**src/rtl/instr_mem_loader_pkg.sv**
```systemverilog
// instr_mem_loader_pkg
// Shared definitions for the instruction memory loader:
//   - state_t            : loader FSM state enumeration
//   - SYNC_BYTE_DEFAULT  : default frame start marker
//   - SRC_* / DST_*      : source/destination register field positions
//                          inside an instruction byte
//   - chk_fold()         : running XOR checksum update
package instr_mem_loader_pkg;

  typedef enum logic [2:0] {
    ST_IDLE = 3'd0,
    ST_LEN  = 3'd1,
    ST_DATA = 3'd2,
    ST_CHK  = 3'd3,
    ST_DONE = 3'd4,
    ST_ERR  = 3'd5
  } state_t;

  localparam logic [7:0] SYNC_BYTE_DEFAULT = 8'hA5;

  // Instruction byte layout: [7:4] source register, [3:0] destination register
  localparam int SRC_MSB = 7;
  localparam int SRC_LSB = 4;
  localparam int DST_MSB = 3;
  localparam int DST_LSB = 0;

  // Fold one byte into the frame checksum (plain XOR, seeded with zero)
  function automatic logic [7:0] chk_fold(input logic [7:0] acc, input logic [7:0] data);
    return acc ^ data;
  endfunction

endpackage

```
**src/rtl/instr_mem_loader.sv**
```systemverilog
// instr_mem_loader
// Receives a framed program image from a host byte stream and writes it
// into instruction memory while holding the processor core in reset.
// Frame: SYNC_BYTE, LEN, LEN instruction bytes, CHK (XOR of instruction bytes).
//
// Ports:
//   clk        : clock, all state changes on rising edge
//   reset      : asynchronous active-low reset
//   in_valid   : host byte present
//   in_data    : host byte
//   in_ready   : loader accepts in_data this cycle
//   mem_we     : instruction memory write strobe (one cycle per data byte)
//   mem_addr   : instruction memory write address
//   mem_wdata  : instruction byte written
//   cpu_hold   : high keeps the processor core in reset
//   load_done  : one-cycle pulse after a frame with a good checksum
//   load_err   : one-cycle pulse after a bad length or bad checksum
module instr_mem_loader
  import instr_mem_loader_pkg::*;
#(
  parameter int         MEM_DEPTH = 16,
  parameter int         ADDR_W    = 4,
  parameter logic [7:0] SYNC_BYTE = SYNC_BYTE_DEFAULT
) (
  input  logic              clk,
  input  logic              reset,
  input  logic              in_valid,
  input  logic [7:0]        in_data,
  output logic              in_ready,
  output logic              mem_we,
  output logic [ADDR_W-1:0] mem_addr,
  output logic [7:0]        mem_wdata,
  output logic              cpu_hold,
  output logic              load_done,
  output logic              load_err
);

  localparam logic [8:0]      MAX_LEN_C = 9'(MEM_DEPTH);
  localparam logic [ADDR_W:0] CNT_ONE_C = (ADDR_W + 1)'(1);

  state_t            state_r;
  state_t            state_nx_s;
  logic              accept_s;
  logic              len_bad_s;

  // One extra counter bit so a full-depth frame never wraps the counter
  logic [ADDR_W:0]   cnt_r;
  logic [7:0]        chk_r;
  logic [7:0]        rem_r;

  logic              in_ready_r;
  logic              mem_we_r;
  logic [ADDR_W-1:0] mem_addr_r;
  logic [7:0]        mem_wdata_r;
  logic              cpu_hold_r;
  logic              load_done_r;
  logic              load_err_r;

  logic              in_ready_nx_s;
  logic              mem_we_nx_s;
  logic [ADDR_W-1:0] mem_addr_nx_s;
  logic [7:0]        mem_wdata_nx_s;
  logic              cpu_hold_nx_s;
  logic              load_done_nx_s;
  logic              load_err_nx_s;

  assign accept_s  = in_valid & in_ready_r;
  assign len_bad_s = (in_data == 8'd0) || ({1'b0, in_data} > MAX_LEN_C);

  assign in_ready  = in_ready_r;
  assign mem_we    = mem_we_r;
  assign mem_addr  = mem_addr_r;
  assign mem_wdata = mem_wdata_r;
  assign cpu_hold  = cpu_hold_r;
  assign load_done = load_done_r;
  assign load_err  = load_err_r;

  // FSM state register
  always_ff @(posedge clk or negedge reset) begin
    if (!reset) begin
      state_r <= ST_IDLE;
    end else begin
      state_r <= state_nx_s;
    end
  end

  // FSM next-state logic
  always_comb begin
    state_nx_s = state_r;
    case (state_r)
      ST_IDLE: begin
        // Anything other than the start marker is line noise and dropped
        if (accept_s && (in_data == SYNC_BYTE)) begin
          state_nx_s = ST_LEN;
        end else begin
          state_nx_s = ST_IDLE;
        end
      end
      ST_LEN: begin
        if (accept_s) begin
          state_nx_s = len_bad_s ? ST_ERR : ST_DATA;
        end else begin
          state_nx_s = ST_LEN;
        end
      end
      ST_DATA: begin
        if (accept_s && (rem_r == 8'd1)) begin
          state_nx_s = ST_CHK;
        end else begin
          state_nx_s = ST_DATA;
        end
      end
      ST_CHK: begin
        if (accept_s) begin
          state_nx_s = (in_data == chk_r) ? ST_DONE : ST_ERR;
        end else begin
          state_nx_s = ST_CHK;
        end
      end
      ST_DONE: state_nx_s = ST_IDLE;
      ST_ERR:  state_nx_s = ST_IDLE;
      default: state_nx_s = ST_IDLE;
    endcase
  end

  // FSM output logic: next values of the registered outputs
  always_comb begin
    mem_we_nx_s    = 1'b0;
    mem_addr_nx_s  = mem_addr_r;
    mem_wdata_nx_s = mem_wdata_r;
    load_done_nx_s = (state_nx_s == ST_DONE);
    load_err_nx_s  = (state_nx_s == ST_ERR);
    in_ready_nx_s  = (state_nx_s != ST_DONE) && (state_nx_s != ST_ERR);

    if ((state_r == ST_DATA) && accept_s) begin
      mem_we_nx_s    = 1'b1;
      mem_addr_nx_s  = cnt_r[ADDR_W-1:0];
      mem_wdata_nx_s = {in_data[SRC_MSB:SRC_LSB], in_data[DST_MSB:DST_LSB]};
    end else begin
      mem_we_nx_s    = 1'b0;
    end

    // Hold rises on an accepted start marker, falls only on a good frame;
    // a bad frame leaves the core held
    if ((state_r == ST_IDLE) && (state_nx_s == ST_LEN)) begin
      cpu_hold_nx_s = 1'b1;
    end else if (state_nx_s == ST_DONE) begin
      cpu_hold_nx_s = 1'b0;
    end else begin
      cpu_hold_nx_s = cpu_hold_r;
    end
  end

  // Registered outputs
  always_ff @(posedge clk or negedge reset) begin
    if (!reset) begin
      in_ready_r  <= 1'b1;
      mem_we_r    <= 1'b0;
      mem_addr_r  <= '0;
      mem_wdata_r <= 8'd0;
      cpu_hold_r  <= 1'b1;
      load_done_r <= 1'b0;
      load_err_r  <= 1'b0;
    end else begin
      in_ready_r  <= in_ready_nx_s;
      mem_we_r    <= mem_we_nx_s;
      mem_addr_r  <= mem_addr_nx_s;
      mem_wdata_r <= mem_wdata_nx_s;
      cpu_hold_r  <= cpu_hold_nx_s;
      load_done_r <= load_done_nx_s;
      load_err_r  <= load_err_nx_s;
    end
  end

  // Address counter, running checksum and remaining-byte count
  always_ff @(posedge clk or negedge reset) begin
    if (!reset) begin
      cnt_r <= '0;
      chk_r <= 8'd0;
      rem_r <= 8'd0;
    end else begin
      case (state_r)
        ST_LEN: begin
          if (accept_s) begin
            cnt_r <= '0;
            chk_r <= 8'd0;
            rem_r <= in_data;
          end else begin
            cnt_r <= cnt_r;
            chk_r <= chk_r;
            rem_r <= rem_r;
          end
        end
        ST_DATA: begin
          if (accept_s) begin
            cnt_r <= cnt_r + CNT_ONE_C;
            chk_r <= chk_fold(chk_r, in_data);
            rem_r <= rem_r - 8'd1;
          end else begin
            cnt_r <= cnt_r;
            chk_r <= chk_r;
            rem_r <= rem_r;
          end
        end
        default: begin
          cnt_r <= cnt_r;
          chk_r <= chk_r;
          rem_r <= rem_r;
        end
      endcase
    end
  end

endmodule
```
**config.mk**
```make
export PLATFORM = sky130hd
export DESIGN_NAME = instr_mem_loader
export DESIGN_NICKNAME = d
export VERILOG_FILES = /design/src/rtl/instr_mem_loader_pkg.sv /design/src/rtl/instr_mem_loader.sv
export SDC_FILE = /design/constraint.sdc
export NUM_CORES = 1
export LEC_CHECK = 0
export CAP_MARGIN = 20
export CORE_UTILIZATION = 50
export CTS_BUF_LIST = sky130_fd_sc_hd__clkbuf_4 sky130_fd_sc_hd__clkbuf_8
export DETAILED_ROUTE_END_ITERATION = 7
export PLACE_DENSITY_LB_ADDON = 0.08
export SYNTH_ARGS = -nofsm -noshare
export SYNTH_HDL_FRONTEND = slang
export SYNTH_SLANG_ARGS = --single-unit
```
**constraint.sdc**
```tcl
create_clock -name clk -period 2.34 [get_ports clk]
set_clock_uncertainty 0.05 [all_clocks]
set_input_delay 0.585 -clock clk [delete_from_list [all_inputs] [get_ports clk]]
set_output_delay 0.585 -clock clk [all_outputs]
set_load 0.05 [all_outputs]
```
==> qor.csv, run 1 <==
stage;metric;value;unit
clocking;setup bufs post-CTS;0;
logic_synthesis;mean post-synth cell area;9.86;um2
pwr;Reg power frac;0.397;
pwr;Sw Share;0.384;
logic_synthesis;Synth warnings;0;
clocking;CTS tree;done;
critical_path;CP max FO;2;
route;initial drt markers;128;
critical_path;Worst EP required;1.70;ns
cells_and_area;Finished Core Util;0.666;
pwr;Clk network pwr share;0.237;
clocking;Root Buffer;clkbuf_8;
logic_synthesis;synthesized instance count;208;
critical_path;Worst path max stage delay;0.79;ns
route;drt pass-1 iters;5;
timing;endpoints failing hold;0;
floorplan;effective utilization at floorplan;0.540;
route;post-DR vias/cell;6.09;
clocking;clock sinks;40;
logic_synthesis;distinct cell type count after synthesis;48;
timing;fmax;0.442;GHz
critical_path;worst endpoint data arrival time;1.63;ns
route;Avg WL per Cell;16.5;um
critical_path;Slowest cell on crit path;clkdlybuf4s50_1;
floorplan;floorplan die width;66.0;um
clocking;htree depth;2;
timing;setup TNS;0;ns
grt;largest net degree at the start of global routing;28;
critical_path;CP endpoint kind;output port;
placed_design;DP Wirelength;3.34;mm
timing;Max Transition Viols Final;0;
floorplan;die area;4360;um2
critical_path;CP Buf/Inv Count;1;
critical_path;WS Path Type;flip-flop to output port;
job;maxcap violations;0;
cells_and_area;Syn-to-layout area delta;23.4;%
timing;Worst Tran Pin Value;0.612;ns
logic_synthesis;Synth Net Count;222;
grt;initial antenna violation count;0;
grt;vias in the first global route;1735;
clocking;clock slew at reported path FFs;0.08;ns
timing;Slew headroom;0.592;
timing;Tcrit/Tclk final;0.968;
floorplan;chip height;66.0;um
timing;Final setup viols;0;
route;Post-route DRC;0;
floorplan;num rows;22;
cells_and_area;most common cell after layout, fill and taps aside;dfrtp_1;
critical_path;Critical Path, Cell by Cell;clkdlybuf4s50_1;
grt;total track usage;0.250;
logic_synthesis;Mapped Area;2050;um2
cells_and_area;n_diodes;0;
clocking;cts repair resizes;0;
floorplan;I/O pin cnt;28;
cells_and_area;nets@finish;260;
route;Routed WL;4.87;mm
route;Antenna Nets Post-Route;0;
timing;RSZ-0062 raised after global routing;false;
logic_synthesis;#FFs+latches synth;40;
grt;global-route wire length before repair;8.10;mm
pwr;power share of the combinational group;0.366;
pwr;Max VDD drop;0.000624;V
placed_design;number of port buffers;27;
route;via count;1798;
hold_path;worst min path class;primary input to async pin;
pwr;Int Pwr;1.61;mW
clocking;CTS buffer count;5;
timing;fin crit period;2.26;ns
cells_and_area;layout cell share with drive strength beyond 1;0.146;
logic_synthesis;register area share after synthesis;0.489;
floorplan;core area;3800;um2
critical_path;largest delay contributor family on the critical path;buffers and inverters;
run_status;outcome;completed;
grt;grt total ovfl;0;
pwr;Leak;1.12;nW
cells_and_area;most frequent cells in the layout;dfrtp_1 (38), clkdlybuf4s50_1 (25), nand2_1 (24), o21ai_0 (21), buf_4 (17);
pwr;switching power;1.01;mW
critical_path;Setup crit start kind;flip-flop;
pwr;power per cell area;1030;nW/um2
clocking;Skew-Pair Late Insertion Delay;0.30;ns
placed_design;gpl congestion;0.817;
clocking;buffer depth of the longest clock path;2;
clocking;# hold bufs at CTS;0;
==> area by class of cell <==
class | count | area, um2
Timing Repair Buffer | 43 | 383
Tap cell | 48 | 60.1
Clock inverter | 1 | 30.0
Inverter | 2 | 7.51
Multi-Input combinational cell | 154 | 951
Clock buffer | 7 | 96.3
Fill cell | 313 | 1270
Sequential cell | 40 | 1000
==> synthesized netlist by cell type (all sizes together) <==
master / n / share of area
o2bb2ai: 1 / 0.0043
nand2: 25 / 0.049
xor2: 1 / 0.0043
xnor2: 10 / 0.043
a22o: 2 / 0.0085
or3: 1 / 0.0031
inv: 2 / 0.0037
o22ai: 2 / 0.0061
nand2b: 1 / 0.0031
and3b: 1 / 0.0043
ha: 3 / 0.018
o21a: 1 / 0.0037
buf: 10 / 0.040
nand3b: 1 / 0.0037
o221ai: 1 / 0.0043
a221oi: 1 / 0.0043
nor2b: 2 / 0.0061
mux2: 4 / 0.022
o21ai: 30 / 0.073
nor3: 9 / 0.024
dfstp: 2 / 0.026
o31ai: 3 / 0.011
and4: 2 / 0.0085
clkbuf: 2 / 0.0037
and3: 1 / 0.0031
a211oi: 3 / 0.011
nor4: 1 / 0.0031
a2bb2oi: 3 / 0.013
or3b: 2 / 0.0085
and4b: 1 / 0.0049
nand3: 6 / 0.015
dfrtp: 38 / 0.46
o21bai: 1 / 0.0037
a21boi: 1 / 0.0037
o32ai: 1 / 0.0043
nand4: 3 / 0.0092
nor4bb: 2 / 0.0098
a21oi: 8 / 0.020
nor2: 17 / 0.039
o41ai: 1 / 0.0043
nor3b: 1 / 0.0037
or4: 1 / 0.0037
==> routing by layer <==
layer	up-vias	track usage	part of all wire
li1	826	-	-
met1	907	0.327	0.44
met2	58	0.404	0.50
met3	7	0.0707	0.048
met4	0	0.0718	0.013
met5	-	0	0
==> path summary, 6_finish.rpt <==
kind | start | end | depth (start not counted) | slack, ns
max | cpu_hold$_DFFE_PN1P_ | cpu_hold | 1 | 0.08
min | reset | load_err$_DFF_PN0_ | 1 | 0.24
max reg2reg | state_r[1]$_DFF_PN0_ | rem_r[6]$_DFFE_PN0P_ | 4 | 0.46
min reg2reg | cpu_hold$_DFFE_PN1P_ | cpu_hold$_DFFE_PN1P_ | 2 | 0.43
max in group asynchronous | reset | mem_addr[3]$_DFFE_PN0P_ | 2 | 1.43
min in group clk | cpu_hold$_DFFE_PN1P_ | cpu_hold$_DFFE_PN1P_ | 2 | 0.43
==> power by group through the flow <==
stage | clock network (mW) | registers, mW | logic (mW)
floorplan | 0 | 1.24 | 0.446
global placement | 0 | 1.04 | 0.926
detailed placement | 0 | 1.05 | 0.947
CTS | 0.626 | 1.04 | 0.957
global route | 0.661 | 1.06 | 1.03
finish | 0.619 | 1.04 | 0.958
==> kinds of logic (layout without fill, tap and decap cells) <==
group	after synthesis	in the layout	share of synthesized area
mux	4	4	0.0220
compound gates	59	59	0.175
fa+ha+maj	3	3	0.0183
buf+inv	14	53	0.0470
xor+xnor	11	11	0.0470
simple gates	77	77	0.202
flops	40	40	0.489
==> state kept, by name, summed over array words and instances, names as in the netlist <==
name and cells:
chk_r 8, in_ready 1, cpu_hold 1, cnt_r 4, mem_we 1, rem_r 8, load_err 1, mem_wdata 8
state_r 3, load_done 1, mem_addr 4
==> through the flow <==
stage          setup WS, ns  total power, mW  cell area, um2  hold slack [ns]  cells
6_report             0.0760             2.62            2530            0.239    295
5_1_grt              0.0459             2.75            2530            0.274    295
4_1_cts              0.0737             2.62            2530            0.269    295
3_5_place_dp         -0.152             2.00            2400            0.426    287
3_3_place_gp        -0.0591             1.96            2400            0.420    287
2_1_floorplan         0.444             1.69            2050            0.239    208
Power figures use the tool's default switching activity.
==> inputs of run 2 (changes only) <==
--- a/config.mk
+++ b/config.mk
@@ -7,7 +7,6 @@
 export LEC_CHECK = 0
 export CAP_MARGIN = 20
 export CORE_UTILIZATION = 50
-export CTS_BUF_LIST = sky130_fd_sc_hd__clkbuf_4 sky130_fd_sc_hd__clkbuf_8
 export DETAILED_ROUTE_END_ITERATION = 7
 export PLACE_DENSITY_LB_ADDON = 0.08
 export SYNTH_ARGS = -nofsm -noshare
==> results of run 2 <==
No change in the layout: final DEF, timing and power equal those of run 1.
